===== src/rtl/mem_arb_pkg.sv =====
// Shared constants and types for the instruction/data memory port arbiter.
package mem_arb_pkg;

  localparam logic [2:0] RW_BYTE  = 3'b000;
  localparam logic [2:0] RW_HALF  = 3'b001;
  localparam logic [2:0] RW_WORD  = 3'b010;
  localparam logic [2:0] RW_BYTEU = 3'b100;
  localparam logic [2:0] RW_HALFU = 3'b101;

  typedef enum logic [1:0] {IDLE, WAIT, RESP} arb_state_t;
  typedef enum logic {OWN_I, OWN_D} owner_t;

endpackage


===== src/rtl/mem_port_arbiter_if.sv =====
// Bundle of I requester, D requester and memory-controller signals around the arbiter.
interface mem_port_arbiter_if;

  logic        i_req;
  logic [31:0] i_addr;
  logic        i_ack;
  logic [31:0] i_rdata;
  logic        d_req;
  logic        d_memrw;
  logic [2:0]  d_rwtype;
  logic [31:0] d_addr;
  logic [31:0] d_wdata;
  logic        d_ack;
  logic [31:0] d_rdata;
  logic        mem_en;
  logic        mem_rw;
  logic [2:0]  mem_rwtype;
  logic [31:0] mem_addr;
  logic [31:0] mem_wdata;
  logic [31:0] mem_rdata;
  logic        busy;

  // master: requesters plus memory controller; slave: the arbiter itself
  modport master (
    output i_req, i_addr, d_req, d_memrw, d_rwtype, d_addr, d_wdata, mem_rdata,
    input  i_ack, i_rdata, d_ack, d_rdata, mem_en, mem_rw, mem_rwtype, mem_addr,
           mem_wdata, busy
  );

  modport slave (
    input  i_req, i_addr, d_req, d_memrw, d_rwtype, d_addr, d_wdata, mem_rdata,
    output i_ack, i_rdata, d_ack, d_rdata, mem_en, mem_rw, mem_rwtype, mem_addr,
           mem_wdata, busy
  );

endinterface


===== src/rtl/mem_port_arbiter.sv =====
// Serialises I-fetch and D load/store onto one memory port, one access in flight,
// D priority with a starvation bound for I; ack arrives READ_LATENCY cycles after issue.
module mem_port_arbiter
  import mem_arb_pkg::*;
#(
  parameter int READ_LATENCY = 1,
  parameter int STARVE_LIMIT = 4
) (
  input  logic              clk,
  input  logic              rst_n,
  mem_port_arbiter_if.slave bus
);

  localparam int              SW         = (STARVE_LIMIT > 0) ? $clog2(STARVE_LIMIT + 1) : 1;
  localparam logic [SW-1:0]   STARVE_MAX = SW'(STARVE_LIMIT);
  localparam logic [2:0]      LAT_INIT   = 3'(READ_LATENCY - 1);

  arb_state_t    state;
  arb_state_t    state_nxt;
  owner_t        owner;
  logic [2:0]    lat_cnt;
  logic [SW-1:0] starve_cnt;
  logic          i_starved;
  logic          grant_d;
  logic          grant_i;

  always_comb begin
    i_starved = (STARVE_LIMIT != 0) && (starve_cnt == STARVE_MAX);
    grant_d   = bus.d_req && !(bus.i_req && i_starved);
    grant_i   = bus.i_req && !grant_d;
  end

  always_ff @(posedge clk or negedge rst_n) begin
    if (!rst_n) begin
      state      <= IDLE;
      owner      <= OWN_I;
      lat_cnt    <= '0;
      starve_cnt <= '0;
    end else begin
      state <= state_nxt;
      case (state)
        IDLE: begin
          if (grant_d || grant_i) begin
            owner   <= grant_d ? OWN_D : OWN_I;
            lat_cnt <= LAT_INIT;
          end
          // I waiting behind a D grant ages; anything else resets the count
          if (!bus.i_req || grant_i) begin
            starve_cnt <= '0;
          end else if (grant_d && (starve_cnt != STARVE_MAX)) begin
            starve_cnt <= starve_cnt + 1'b1;
          end
        end
        WAIT:    lat_cnt <= lat_cnt - 1'b1;
        default: ;
      endcase
    end
  end

  always_comb begin
    state_nxt      = state;
    bus.mem_en     = 1'b0;
    bus.mem_rw     = 1'b0;
    bus.mem_rwtype = 3'b000;
    bus.mem_addr   = '0;
    bus.mem_wdata  = '0;
    bus.i_ack      = 1'b0;
    bus.i_rdata    = '0;
    bus.d_ack      = 1'b0;
    bus.d_rdata    = '0;
    bus.busy       = 1'b0;
    // outputs are forced quiet while reset is asserted, even with requests pending
    if (rst_n) begin
      case (state)
        IDLE: begin
          if (grant_d) begin
            bus.mem_en     = 1'b1;
            bus.mem_rw     = bus.d_memrw;
            bus.mem_rwtype = bus.d_rwtype;
            bus.mem_addr   = bus.d_addr;
            bus.mem_wdata  = bus.d_memrw ? bus.d_wdata : 32'h0;
            state_nxt      = (READ_LATENCY == 1) ? RESP : WAIT;
          end else if (grant_i) begin
            bus.mem_en     = 1'b1;
            bus.mem_rwtype = RW_WORD;
            bus.mem_addr   = bus.i_addr;
            state_nxt      = (READ_LATENCY == 1) ? RESP : WAIT;
          end
        end
        WAIT: begin
          if (lat_cnt == 3'd1) state_nxt = RESP;
        end
        RESP: begin
          state_nxt = IDLE;
          if (owner == OWN_D) begin
            bus.d_ack   = 1'b1;
            bus.d_rdata = bus.mem_rdata;
          end else begin
            bus.i_ack   = 1'b1;
            bus.i_rdata = bus.mem_rdata;
          end
        end
        default: state_nxt = IDLE;
      endcase
      // the issue cycle already counts as an outstanding access
      bus.busy = (state != IDLE) || bus.mem_en;
    end
  end

endmodule


===== src/flat_wrapper.sv =====
// flat-port wrapper written by rule: the top's interface ports become plain ports
module mem_port_arbiter_flat import mem_arb_pkg::*;
#(
  parameter int READ_LATENCY = 1,
  parameter int STARVE_LIMIT = 4
)
  (clk, rst_n, bus_i_req, bus_i_addr, bus_d_req, bus_d_memrw, bus_d_rwtype, bus_d_addr, bus_d_wdata, bus_mem_rdata, bus_i_ack, bus_i_rdata, bus_d_ack, bus_d_rdata, bus_mem_en, bus_mem_rw, bus_mem_rwtype, bus_mem_addr, bus_mem_wdata, bus_busy);
  mem_port_arbiter_if bus_i ();
  input  logic clk;
  input  logic rst_n;
  input wire logic [$bits(bus_i.i_req)-1:0] bus_i_req;
  input wire logic [$bits(bus_i.i_addr)-1:0] bus_i_addr;
  input wire logic [$bits(bus_i.d_req)-1:0] bus_d_req;
  input wire logic [$bits(bus_i.d_memrw)-1:0] bus_d_memrw;
  input wire logic [$bits(bus_i.d_rwtype)-1:0] bus_d_rwtype;
  input wire logic [$bits(bus_i.d_addr)-1:0] bus_d_addr;
  input wire logic [$bits(bus_i.d_wdata)-1:0] bus_d_wdata;
  input wire logic [$bits(bus_i.mem_rdata)-1:0] bus_mem_rdata;
  output wire logic [$bits(bus_i.i_ack)-1:0] bus_i_ack;
  output wire logic [$bits(bus_i.i_rdata)-1:0] bus_i_rdata;
  output wire logic [$bits(bus_i.d_ack)-1:0] bus_d_ack;
  output wire logic [$bits(bus_i.d_rdata)-1:0] bus_d_rdata;
  output wire logic [$bits(bus_i.mem_en)-1:0] bus_mem_en;
  output wire logic [$bits(bus_i.mem_rw)-1:0] bus_mem_rw;
  output wire logic [$bits(bus_i.mem_rwtype)-1:0] bus_mem_rwtype;
  output wire logic [$bits(bus_i.mem_addr)-1:0] bus_mem_addr;
  output wire logic [$bits(bus_i.mem_wdata)-1:0] bus_mem_wdata;
  output wire logic [$bits(bus_i.busy)-1:0] bus_busy;
  assign bus_i.i_req = bus_i_req;
  assign bus_i.i_addr = bus_i_addr;
  assign bus_i.d_req = bus_d_req;
  assign bus_i.d_memrw = bus_d_memrw;
  assign bus_i.d_rwtype = bus_d_rwtype;
  assign bus_i.d_addr = bus_d_addr;
  assign bus_i.d_wdata = bus_d_wdata;
  assign bus_i.mem_rdata = bus_mem_rdata;
  assign bus_i_ack = bus_i.i_ack;
  assign bus_i_rdata = bus_i.i_rdata;
  assign bus_d_ack = bus_i.d_ack;
  assign bus_d_rdata = bus_i.d_rdata;
  assign bus_mem_en = bus_i.mem_en;
  assign bus_mem_rw = bus_i.mem_rw;
  assign bus_mem_rwtype = bus_i.mem_rwtype;
  assign bus_mem_addr = bus_i.mem_addr;
  assign bus_mem_wdata = bus_i.mem_wdata;
  assign bus_busy = bus_i.busy;
  mem_port_arbiter #(.READ_LATENCY(READ_LATENCY), .STARVE_LIMIT(STARVE_LIMIT)) u_core (.clk(clk), .rst_n(rst_n), .bus(bus_i));
endmodule

===== config.mk =====
export PLATFORM = sky130hd
export DESIGN_NAME = mem_port_arbiter_flat
export DESIGN_NICKNAME = d
export VERILOG_FILES = /design/src/rtl/mem_arb_pkg.sv /design/src/rtl/mem_port_arbiter_if.sv /design/src/rtl/mem_port_arbiter.sv /design/src/flat_wrapper.sv
export SDC_FILE = /design/constraint.sdc
export NUM_CORES = 1
export LEC_CHECK = 0
export ABC_AREA = 1
export BUFFER_PORTS_ARGS = -buffer_cell sky130_fd_sc_hd__buf_2
export CAP_MARGIN = 5
export CELL_PAD_IN_SITES_DETAIL_PLACEMENT = 0
export CELL_PAD_IN_SITES_GLOBAL_PLACEMENT = 2
export CORE_MARGIN = 8
export CORE_UTILIZATION = 10
export CTS_BUF_LIST = sky130_fd_sc_hd__clkbuf_8
export DETAILED_ROUTE_END_ITERATION = 8
export PLACE_DENSITY_LB_ADDON = 0.1
export SLEW_MARGIN = 20
export SYNTH_ARGS = -nofsm -noshare
export SYNTH_HDL_FRONTEND = slang
export SYNTH_SLANG_ARGS = --single-unit
export TNS_END_PERCENT = 30

===== constraint.sdc =====
create_clock -name clk -period 2.97 [get_ports clk]
set_clock_uncertainty 0.2 [all_clocks]
set_input_delay 0.594 -clock clk [delete_from_list [all_inputs] [get_ports clk]]
set_output_delay 0.594 -clock clk [all_outputs]
set_load 0.01 [all_outputs]

==> reports/summary.md, run 1 <==
The die is 140 um wide. The final sum of negative setup slack came out at 0 ns. The worst setup path is launched from a flop. Clock-pin slew was measured on the worst setup and hold paths at 0.04 ns.

Half-perimeter wire length of the detailed placement result: 9.15 mm. In this run the cell area of the synthesized design comes to 1530 sq um. Setup repair after global routing left no endpoint under its margin. For the number of clock sinks seen by CTS, the log shows 5. Summing all flip-flop and latch instances after layout gives 125 sq um.

Post-CTS repair changed the size of 0 cells. The routed design has 10.4 mm of wire. Clock latency on the worst-skew pair, taken at its later pin, is 0.22 ns.

The effective utilization at floorplan was 0.101; the maximum number of pins on one net before global-route repair was 34. The run gives 0 as the hold buffer count at cts. Number of fill cells: 1805. The count of input and output buffers was 271; the relative contribution of combinational cells to total power was 0.665. TritonCTS built the clock tree. The final number of max-transition violations was 0. The cell row count was 45; the worst endpoint required time was 2.18 ns. The total power per unit cell area is 200 nW/um^2. The net load switching power came out at 0.280 mW.

The switching fraction of total power was 0.452. The run gives 15.8 mm as the global-route wire length before repair. The first detailed-routing pass ran for 4 iterations.

The floorplan step defined a die boundary enclosing 19500 sq um. The area share of the leading cell type in the synthesized netlist is 0.245, and the post-route clock period utilization is 0.863. The run gives 2989 as the via count of the first global-routing pass. The number of nets in the synthesized netlist is 465. The region available for standard cell placement spans 15100 sq um. The library cell used most frequently in the layout, excluding fill and tap cells, is sky130_fd_sc_hd__buf_2. After technology mapping, the gate count stands at 327. For the pin with the worst max-slew slack, the measured transition is 0.551 ns.

Setup violations remaining at the end of the flow were counted as 0. The sequential fraction of design power was 0.137; the total congestion overflow was 0. In this run, the number of DRC markers left after iteration 0 of detailed routing was 45. The path depth of the worst reg2reg path was 7.

The run gives 0 as the number of hold-slack violations in the final timing report. The number of buffers inserted to repair setup after CTS came out at 0. The run gives 0.340 mW as the cell-internal power.

The share of synthesized area occupied by flip-flops and latches is 0.0818, and the number of levels in the clock H-tree is 1. Summed over all cells, the static leakage comes to 2.22 nW. A synthesized cell averages 4.68 sq um. The library cells used most frequently in the layout, excluding fill and tap cells, are sky130_fd_sc_hd__buf_2 (271), sky130_fd_sc_hd__nor2_1 (100), sky130_fd_sc_hd__inv_1 (77), sky130_fd_sc_hd__nand2_1 (37), sky130_fd_sc_hd__nand3_1 (35). From synthesis to final layout, the design area changed by 103%.

For the initial antenna violation count, the log shows 4. The data arrival time of the critical path is 1.77 ns. Deepest clock path buffer count: 2. The routed layout has 2807 vias.

272 I/O pins were placed. After detailed routing, the average wire length per cell comes to 13.4 um. The clock root buffer is sky130_fd_sc_hd__clkbuf_8. The run gives 0.198 as the clock group share of total power.

By area the synthesized netlist is led by sky130_fd_sc_hd__nor2_1 (25%), sky130_fd_sc_hd__inv_1 (19%), sky130_fd_sc_hd__nand3_1 (11%). The run gives 776 as the filler-free cell count of the finished design. The congestion estimate from routability-driven global placement came to 0.729.

The share of final-layout standard cells stronger than drive strength 1 came out at 0.494. For the count of placed standard cells including taps, the log shows 771. The relative slew slack is 0.632. The class of the worst hold path is in2async. Timing would allow up to 0.390 GHz.

Across the run, the number of max-cap violations was 0. The distinct cell type count after synthesis came out at 20. The tools report the net total in the final layout as 726.

The type of the setup path with the least slack is reg2out. From bottom edge to top edge, the die measures 140 um. The run finished with clean final reports.

The Yosys step of the flow raised 0 warnings. The largest voltage drop on the vdd net came out at 0.000106 V. The number of vias per cell after detailed routing is 3.62, and the overall fraction of global-route tracks in use is 0.0999.

Of all nets on the critical path, the largest fanout is 17. After detailed routing, the number of remaining DRC violations is 0. The worst setup path is captured at an output port. The count of state elements after synthesis works out to 5.

The number of buffers created by CTS was 3. Post-route minimum period: 2.56 ns. The tools report the number of antenna-violating nets in the routed design as 0.

The multi-input combinational cells in the finished layout cover a total of 987 sq um. Of all cell types, the one taking the most synthesized area is sky130_fd_sc_hd__nor2_1.
[cells in the mapped netlist]
| cell type | n |
|---|---|
| sky130_fd_sc_hd__nor2_2 | 3 |
| sky130_fd_sc_hd__inv_2 | 2 |
| sky130_fd_sc_hd__clkbuf_1 | 4 |
| sky130_fd_sc_hd__o21ai_0 | 7 |
| sky130_fd_sc_hd__nand3_2 | 2 |
| sky130_fd_sc_hd__buf_2 | 12 |
| sky130_fd_sc_hd__nand2_1 | 37 |
| sky130_fd_sc_hd__nor2_1 | 100 |
| sky130_fd_sc_hd__buf_1 | 2 |
| sky130_fd_sc_hd__nand2_2 | 1 |
| sky130_fd_sc_hd__buf_6 | 3 |
| sky130_fd_sc_hd__dfrtp_1 | 5 |
| sky130_fd_sc_hd__buf_4 | 1 |
| sky130_fd_sc_hd__a21oi_4 | 1 |
| sky130_fd_sc_hd__xnor2_1 | 1 |
| sky130_fd_sc_hd__ha_1 | 2 |
| sky130_fd_sc_hd__nand3_1 | 35 |
| sky130_fd_sc_hd__a21oi_1 | 32 |
| sky130_fd_sc_hd__o21bai_1 | 1 |
| sky130_fd_sc_hd__inv_1 | 76 |
[kinds of logic after synthesis]
logic type                 after synthesis  synth area share
AOI/OAI and AO/OA                       41             0.143
adders and majority gates                2            0.0164
buffers and inverters                  100             0.273
DFF                                      5            0.0818
and+or+nand+nor                        178             0.480
xor gates and xnor gates                 1           0.00573
[routing by layer]
metal	part of all wire	global-route usage	vias to the layer above
met5	0.0037	0	-
met4	0.0012	0.00343	6
met3	0.14	0.0660	8
met2	0.51	0.193	158
met1	0.35	0.0886	1151
li1	-	-	1484
[worst paths after layout]
| check | start | endpoint | slack, ns |
|---|---|---|---|
| hold / removal | rst_n | u_core.starve_cnt[1] | 0.004 |
| min in group clk | u_core.owner | u_core.owner | 0.37 |
| max in group asynchronous | rst_n | u_core.owner | 2.41 |
| setup / recovery | u_core.starve_cnt[0] | bus_mem_addr[26] | 0.41 |
| hold reg to reg | u_core.owner | u_core.owner | 0.37 |
| setup reg to reg | u_core.starve_cnt[0] | u_core.starve_cnt[2] | 1.54 |
[metrics by stage]
stage / hold WS (ns) / util / total power, mW / cell area [sq um] / setup slack, ns
after floorplan: 0.0984 / - / 0.295 / 1530 / 0.816
after global placement: 0.235 / 0.202 / 0.515 / 3050 / 0.436
after detailed placement: 0.235 / 0.202 / 0.510 / 3050 / 0.395
after CTS: 0.0000664 / 0.205 / 0.638 / 3090 / 0.332
after global routing: 0.00563 / 0.205 / 0.686 / 3100 / 0.230
final: 0.00419 / 0.205 / 0.620 / 3100 / 0.408
[area by class of cell]
type	instances	area share
Clock inverter	1	0.00121
Timing Repair Buffer	278	0.455
Clock buffer	3	0.0133
Tap cell	188	0.0760
Inverter	78	0.0945
Antenna cell	1	0.000808
Multi-Input combinational cell	222	0.319
Sequential cell	5	0.0404
[registers in the layout, indices dropped and copies added, names as in the netlist]
name	count
u_core.owner	1
u_core.starve_cnt	3
u_core.state	1
[power groups by stage]
stage          Combinational [mW]  Sequential [mW]  Clock [mW]
6_report                    0.412           0.0852       0.123
5_1_grt                     0.466           0.0865       0.134
4_1_cts                     0.426           0.0855       0.127
3_5_place_dp                0.425           0.0858           0
3_3_place_gp                0.429           0.0858           0
2_1_floorplan               0.211           0.0837           0
[worst max-delay path: stages (launching register included)]
cell                      delay [ns]
sky130_fd_sc_hd__dfrtp_1        0.37
sky130_fd_sc_hd__inv_1          0.09
sky130_fd_sc_hd__ha_1           0.19
sky130_fd_sc_hd__nand2_1        0.11
sky130_fd_sc_hd__a21oi_4        0.15
sky130_fd_sc_hd__buf_4          0.23
sky130_fd_sc_hd__nand2_1        0.07
sky130_fd_sc_hd__a21oi_1        0.15
sky130_fd_sc_hd__buf_2          0.17
Power figures use the tool's default switching activity.
==> run 2: changes to the inputs <==
--- a/config.mk
+++ b/config.mk
@@ -5,13 +5,12 @@
 export SDC_FILE = /design/constraint.sdc
 export NUM_CORES = 1
 export LEC_CHECK = 0
-export ABC_AREA = 1
 export BUFFER_PORTS_ARGS = -buffer_cell sky130_fd_sc_hd__buf_2
 export CAP_MARGIN = 5
 export CELL_PAD_IN_SITES_DETAIL_PLACEMENT = 0
 export CELL_PAD_IN_SITES_GLOBAL_PLACEMENT = 2
 export CORE_MARGIN = 8
-export CORE_UTILIZATION = 10
+export CORE_UTILIZATION = 11
 export CTS_BUF_LIST = sky130_fd_sc_hd__clkbuf_8
 export DETAILED_ROUTE_END_ITERATION = 8
 export PLACE_DENSITY_LB_ADDON = 0.1
==> run 2 against run 1 <==
Effect of this change:
- combinational power barely moved
- via count fell by 1.6%
- synthesized cell count fell by 20%
- global-route usage rose by 0.16 points
- synthesized area rose by 2.7%
==> reports/summary.md, run 2 <==
The simple-gate portion of the synthesized area is 0.669. Clock-pin slew was measured on the worst setup and hold paths at 0.04 ns. Clock group share of total power: 0.200. The worst register-to-register path begins at u_core.starve_cnt[0]. After routing, the total negative slack on setup checks comes to 0 ns. The share of synthesized area occupied by flip-flops and latches is 0.0797. The synthesized netlist occupies a cell area of 1570 sq um. The worst register-to-register path ends at u_core.starve_cnt[0]. For this run, the number of Yosys warnings is 0.

Timing analysis after detailed placement gives a worst setup slack of 0.230 ns. The pre-antenna-repair detailed-routing pass consisted of 4 iterations. Detailed placement finished with a half-perimeter wire length of 8.73 mm. Entering global routing, the biggest net connects 40 pins. For this design the static power due to leakage is 1.93 nW.

From bottom edge to top edge, the die measures 135 um. After detailed routing, the wire length on met1 is 3.44 mm. The worst setup path is of the reg2out kind. The post-detailed-placement cell area was 3090 sq um; the total congestion overflow was 0. With fillers left out, the area of the finished cells amounts to 3140 sq um. The relative slew slack is 0.595. In this run the power density over the cells is 198 nW/um^2. Ranked by flip-flop count, first place goes to u_core.starve_cnt. Counting flops and latches in the post-synthesis netlist gives 5.

The run gives 2 as the initial antenna violation count. The mean routed wirelength per cell was 14.9 um; the worst slack on hold paths was 0.0198 ns. The dominant register cell in the synthesized netlist was sky130_fd_sc_hd__dfrtp_1.

Met2 layer wire length in the routed design: 5.57 mm. Post-route clock period utilization: 0.948. The highest layer touched by signal routing is met4. Fraction of synthesized cell area in xor and xnor cells: 0. The number of vias per cell after detailed routing is 3.96.

The relative contribution of combinational cells to total power came out at 0.664. The number of different library cells used by synthesis comes to 29. In this design, the stage delay of the slowest critical-path cell is 0.39 ns. The number of remaining DRC errors was 0; the biggest fanout along the worst timing path was 26.

The die covers 18400 sq um. Overall fraction of global-route tracks in use: 0.102. The path depth of the worst reg2reg path is 5, and the number of maximum-capacitance constraint violations is 0. The critical path contains buffers and inverters numbering 3 combined. The number of buffers created by CTS came out at 3. In the final layout, the registers with the most flip-flops are u_core.starve_cnt x3, u_core.owner x1, u_core.state x1. The data arrival time of the critical path was 2.02 ns.

Setup repair after global routing left no endpoint under its margin. The met3 wirelength from detailed routing is 1.27 mm. In the layout the commonest cells are sky130_fd_sc_hd__buf_2 (271), sky130_fd_sc_hd__and2_1 (96), sky130_fd_sc_hd__nand3_1 (65), sky130_fd_sc_hd__a21oi_1 (32). By area the synthesized netlist is led by sky130_fd_sc_hd__and2_1 (38%), sky130_fd_sc_hd__nand3_1 (21%), sky130_fd_sc_hd__a21oi_1 (10%).

After detailed placement, the design holds a cell count of 692. The internal power of the cells totals 0.359 mW. The compound-cell area share of the yosys netlist was 0.141; the die width was 135 um.

The net load switching power came out at 0.262 mW. The first global-routing pass estimated 15.0 mm of wire. The number of hold-slack violations in the final timing report is 0, and the final setup violation count is 0. The power consumption was 0.621 mW; the register-to-register setup slack was 1.11 ns. The area share of the leading cell type in the synthesized netlist is 0.382, and the maximum frequency from static timing analysis is 0.355 GHz. Actual slew at the worst max-slew pin: 0.608 ns. The signal on the critical path passes through inv_1 > ha_1 > nand3_2 > buf_4 > nand3_1 > a21oi_1 > buf_2. The number of antenna-violating nets in the routed design was 0; the worst endpoint required time was 2.18 ns. The largest voltage drop on the vdd net was 0.0000904 V. The root buffer cell chosen for the clock tree is sky130_fd_sc_hd__clkbuf_8.

The first-iteration detailed-routing DRC count is 87. The count of input and output buffers was 271. The floorplan step defined a core boundary enclosing 13900 sq um. The via count of the first global-routing pass was 2722.

The flow ran to the end, and the final reports show no timing, DRC or antenna violations. The clock net in this run drives a total of 5 sinks. The switching fraction of total power was 0.422; the count of mapped cells out of synthesis was 261.

Counting instances in the post-synthesis netlist gives the leading cell types as sky130_fd_sc_hd__and2_1 (96), sky130_fd_sc_hd__nand3_1 (65), sky130_fd_sc_hd__a21oi_1 (32). The logs give 1 for the number of levels in the clock H-tree and 698 for the filler-free cell count of the finished design. The largest family of logic cells by synthesized area was simple AND/OR/NAND/NOR gates. The multiplexer share of the synthesized area came out at 0. For this design, the slowest cell found on the critical path is sky130_fd_sc_hd__dfrtp_1.

For the net total in the final layout, the log shows 655. The worst path meets setup with 0.156 ns of slack. TritonCTS built the clock tree. The share of final-layout standard cells stronger than drive strength 1 is 0.554. Cell with the most instances after synthesis: sky130_fd_sc_hd__and2_1. For the number of fill cells, the log shows 1628. The class of the worst hold path is in2async. The worst setup path is captured at an output port. The sequential fraction of design power came out at 0.136. The fraction of synthesis flops using an asynchronous set or reset pin was 1.00. At the later pin of the worst-skew pair, clock insertion delay measures 0.22 ns.

Commonest non-fill, non-tap cell in the layout: sky130_fd_sc_hd__buf_2. Subtracting the final worst setup slack from the clock period gives 2.81 ns. The run gives 0.226 as the core occupancy in the finished layout. Final weighted congestion in routability-driven placement: 0.724. The average instance in the mapped netlist occupies 6.02 sq um. The run gives 2763 as the via count. The synthesized design spends more area on one cell type than any other, namely sky130_fd_sc_hd__and2_1.

The count of cell instances traversed by the critical path works out to 7. The count of boundary I/O pins is 272. The worst setup path is launched from a flop. The final number of max-transition violations was 0. The effective utilization at floorplan was 0.113. Yosys mapped a number of flops with a built-in enable equal to 0. Dominant delay contributor by cell family on the critical path: buffers and inverters. The post-synthesis share of cell area spent on full adders, half adders and majority gates is 0.0159, and the synthesis-to-finish area growth is 100%.

The register with the most flip-flops in the layout has 3 of them. The detailed-route wire length is 10.4 mm. For the cell row count, the log shows 43. The clock passes through at most 2 buffers. Net count after synthesis: 399.
## run 2: cell count changes after synthesis, sizes merged, moves of 13 or more
cell and change:
nor2 -100, nand2 -31, nand3 +29, clkbuf +13
and2 +96, inv -75
## run 2: final cells by class
class,count,area (sq um),share of cell area
Tap cell,180,225,0.0717
Antenna cell,2,5.00,0.00159
Clock inverter,1,3.75,0.00119
Multi-Input combinational cell,225,1300,0.414
Clock buffer,3,41.3,0.0131
Sequential cell,5,125,0.0398
Timing Repair Buffer,279,1430,0.455
Inverter,3,11.3,0.00358
## run 2: power groups by stage
stage,Clock [mW],Sequential [mW],Combinational [mW]
detailed placement,0,0.0851,0.423
CTS,0.127,0.0843,0.425
finish,0.124,0.0843,0.413
floorplan,0,0.0828,0.201
global placement,0,0.0854,0.431
global route,0.134,0.0857,0.461
## run 2: what timing repair did
item	in CTS	in global routing
buffers inserted	0	0
hold endpoints to repair	0	0
hold buffers	0	0
setup endpoints to repair	0	24
resized for setup	0	1
## run 2: logic make-up (layout without fill, tap and decap cells)
kind of cell,count (synthesis),after routing
fa+ha+maj,2,2
compound gates,41,41
other cells,0,2
buf+inv,31,286
simple gates,182,182
flops,5,5
## run 2: worst register-to-register path, stage by stage, from the launching register on
cell	delay, ns
sky130_fd_sc_hd__dfrtp_1	0.39
sky130_fd_sc_hd__inv_1	0.06
sky130_fd_sc_hd__ha_1	0.26
sky130_fd_sc_hd__a21bo_4	0.37
sky130_fd_sc_hd__or4_1	0.46
sky130_fd_sc_hd__nand2_1	0.07
## run 2: how the worst max path moves through the flow
stage	from	to	slack, ns
floorplan	u_core.starve_cnt[0]	bus_mem_addr[10]	0.82
global placement	bus_d_req	bus_mem_addr[23]	0.23
detailed placement	rst_n	bus_mem_addr[23]	0.23
CTS	u_core.starve_cnt[0]	bus_mem_addr[23]	0.01
global route	u_core.starve_cnt[0]	bus_mem_addr[23]	0.04
finish	u_core.starve_cnt[0]	bus_mem_addr[23]	0.16
## run 2: layer usage
metal	vias to the layer above	GRT usage
met5	-	0
met4	0	0.0253
met3	4	0.0364
met2	154	0.199
met1	1216	0.0974
li1	1389	-
==> run 3: changes to the inputs <==
--- a/config.mk
+++ b/config.mk
@@ -13,7 +13,7 @@
 export CORE_UTILIZATION = 11
 export CTS_BUF_LIST = sky130_fd_sc_hd__clkbuf_8
 export DETAILED_ROUTE_END_ITERATION = 8
-export PLACE_DENSITY_LB_ADDON = 0.1
+export PLACE_DENSITY = 0.93
 export SLEW_MARGIN = 20
 export SYNTH_ARGS = -nofsm -noshare
 export SYNTH_HDL_FRONTEND = slang
==> run 3 against run 2 <==
Effect of this change:
- cell count is 0.43% higher
- sequential power is 0.7% lower
- setup slack better by 0.18 ns
- global-route usage is 0.57 points lower
- die area stayed put
- first-iteration DRC count is 29% lower
- final area is 0.92% higher
- worst hold slack better by 0.081 ns
- utilization is 0.21 points higher
- register-to-register slack worse by 0.05 ns
- highest routed layer is now met5
==> reports/summary.md, run 3 (synthesis results as in run 2) <==
The synthesis-to-finish area growth is 102%. The first detailed-routing pass ran for 4 iterations. The signal on the critical path passes through inv_1 > ha_1 > a21bo_2 > buf_12 > nand3_1 > a21oi_1 > buf_2. The post-route clock period utilization was 0.886; the number of buffers inserted to repair setup after CTS was 0.

The library cell used most frequently in the layout, excluding fill and tap cells, is sky130_fd_sc_hd__buf_2. Dividing total power by cell area gives a power density of 197 nW/um^2. The run gives 0 as the number of hold-slack violations in the final timing report. In this design, the largest share of critical-path delay is due to compound AO/OA/AOI/OAI gates.

TritonCTS built the clock tree. The count of cell instances traversed by the critical path was 7. The run gives 3170 sq um as the total non-filler cell area in the finished layout.

Setup violations remaining at the end of the flow were counted as 0. For the worst setup path, the data required time is 2.18 ns. From left edge to right edge, the die measures 135 um.

The static leakage was 1.95 nW; the path depth of the worst reg2reg path was 6. The tools report the final number of max-transition violations as 0. For this run, design rule violations remaining after detail routing come to 0. STA classifies the critical path startpoint as a flop.

For this block, the routed nets add up to 9.74 mm of wire. Setup repair after global routing left no endpoint under its margin. The tools report the filler-free cell count of the finished design as 701. The wire-length estimate of the detail-placed layout is 8.31 mm. The clock root buffer is sky130_fd_sc_hd__clkbuf_8.

The logs give 0.113 for the effective utilization at floorplan and 0 for the number of antenna cells inserted. Summed over all layers, the global routing overflow is 0. The floorplan step defined a die boundary enclosing 18400 sq um. The deepest clock path buffer count is 2.

Critical path endpoint: bus_mem_addr[13]. The tools report the initial antenna violation count as 1. The count of input and output buffers was 271. Actual slew at the worst max-slew pin: 0.492 ns.

The relative slew slack was 0.672; the worst path buffer plus inverter count was 3. The kind of capture point of the worst setup path was an output port. The cell row count came out at 43.

The via count of the first global-routing pass was 2742. The worst register-to-register path ends at u_core.starve_cnt[0]. Max-cap violations in this run came to 0.

The tools report the largest voltage drop on the vdd net as 0.0000841 V. The via count came out at 2716. The run finished with clean final reports. The floorplan step set the die height to 135 um. The worst setup path is of the reg2out kind. For the number of buffers created by CTS, the log shows 3. In this run the cell area measured after placement is 3120 sq um. The core occupancy in the finished layout is 0.228. In the layout the commonest cells are sky130_fd_sc_hd__buf_2 (271), sky130_fd_sc_hd__and2_1 (96), sky130_fd_sc_hd__nand3_1 (65), sky130_fd_sc_hd__a21oi_1 (32), sky130_fd_sc_hd__buf_4 (11). Among all stages on the critical path, the largest delay is contributed by sky130_fd_sc_hd__dfrtp_1. Once detail routing completed, the nets flagged for antenna violations numbered 0. The count of placed standard cells including taps was 696. Across all hold checks on the routed design, the worst slack comes to 0.101 ns. Timing would allow up to 0.380 GHz. The critical path's largest stage delay was 0.40 ns.

The largest register by flop count is u_core.starve_cnt. The first-iteration detailed-routing DRC count came out at 62. The largest registers in the layout are u_core.starve_cnt x3, u_core.owner x1, u_core.state x1. The logs give 0.23 ns for the later-pin clock latency in the skew report and 0.0958 for the overall fraction of global-route tracks in use. The tools report the worst reg2reg path startpoint as u_core.starve_cnt[0].

The share of final-layout standard cells stronger than drive strength 1 came out at 0.557. In this run, post-CTS repair resized a total of 0 instances. Clock-pin slew was measured on the worst setup and hold paths at 0.04 ns. In this run the standard cell core region covers 13900 sq um. Final weighted congestion in routability-driven placement: 0.741. The tightest min-delay check is of the in2async type. The post-route minimum period was 2.63 ns; the number of vias per cell after detailed routing was 3.87.

In this run the worst path has a maximum fanout of 22. Maximum number of pins on one net before global-route repair: 38. Fill cells in the final layout number 1584. The number of levels in the clock H-tree is 1, and the number of clock sinks seen by CTS is 5. The tools report the data arrival time of the critical path as 1.84 ns. The critical path starts at u_core.starve_cnt[0].

The flip-flop count of the largest register, all copies and words added is 3, and the net total in the final layout is 660. The worst register-to-register path has a setup slack of 1.06 ns. The final sum of negative setup slack was 0 ns; the global-route wire length before repair was 14.2 mm. The mean routed wirelength per cell is 13.9 um.

The count of boundary I/O pins was 272.
run 3: cell types whose count changed in the layout (fill, tap and decap cells not counted):
cell / previous run / this run
sky130_fd_sc_hd__a21bo_2: 0 / 1
sky130_fd_sc_hd__a21bo_4: 1 / 0
sky130_fd_sc_hd__buf_4: 7 / 11
sky130_fd_sc_hd__diode_2: 2 / 0
sky130_fd_sc_hd__dlygate4sd3_1: 0 / 1
run 3: cell type report:
class	instances	area (sq um)	share of cell area
clock inverter	1	3.75	0.00118
timing repair buffer	284	1470	0.463
sequential	5	125	0.0394
clock buffer	3	41.3	0.0130
inverter	3	11.3	0.00355
tap	180	225	0.0710
multi-input combinational	225	1300	0.409
run 3: per-layer routing:
layer,GRT usage,share of wire,vias up
li1,-,-,1396
met1,0.0874,0.33,1142
met2,0.189,0.52,167
met3,0.0352,0.14,9
met4,0.0321,0.013,2
met5,0,0.0013,-
run 3: repair_timing:
item / in CTS / in global routing
hold endpoints to repair: 1 / 0
hold buffers: 1 / 0
setup endpoints to repair: 0 / 0
run 3: worst register-to-register path, delay by kind of cell (launching register included):
family / cells / cell delay, ns
AO/OA/AOI/OAI: 1 / 0.32
buffers and inverters: 2 / 0.25
AND/OR/NAND/NOR: 2 / 0.47
adder cells (fa/ha/maj): 1 / 0.24
flip-flops: 1 / 0.38
run 3: worst min path at each step:
| stage | start | end | slack, ns |
|---|---|---|---|
| 3_5_place_dp | rst_n | u_core.starve_cnt[2] | 0.19 |
| 4_1_cts | rst_n | u_core.starve_cnt[1] | 0.1 |
| 3_3_place_gp | rst_n | u_core.starve_cnt[2] | 0.20 |
| 2_1_floorplan | rst_n | u_core.owner | 0.1 |
| 5_1_grt | rst_n | u_core.starve_cnt[1] | 0.12 |
| 6_report | rst_n | u_core.starve_cnt[1] | 0.10 |
run 3: report_power, final:
| part | internal, mW | leakage (nW) | switching [mW] |
|---|---|---|---|
| sequential | 0.0768 | 0.0644 | 0.00696 |
| combinational | 0.196 | 1.86 | 0.216 |
| clock | 0.0891 | 0.0269 | 0.0392 |
| total | 0.362 | 1.95 | 0.262 |
run 3: per-stage QoR:
| step | power [mW] | setup WS, ns |
|---|---|---|
| finish | 0.623 | 0.340 |
| global route | 0.682 | 0.166 |
| CTS | 0.639 | 0.315 |
| detailed placement | 0.506 | 0.400 |
| global placement | 0.509 | 0.403 |
| floorplan | 0.284 | 0.818 |
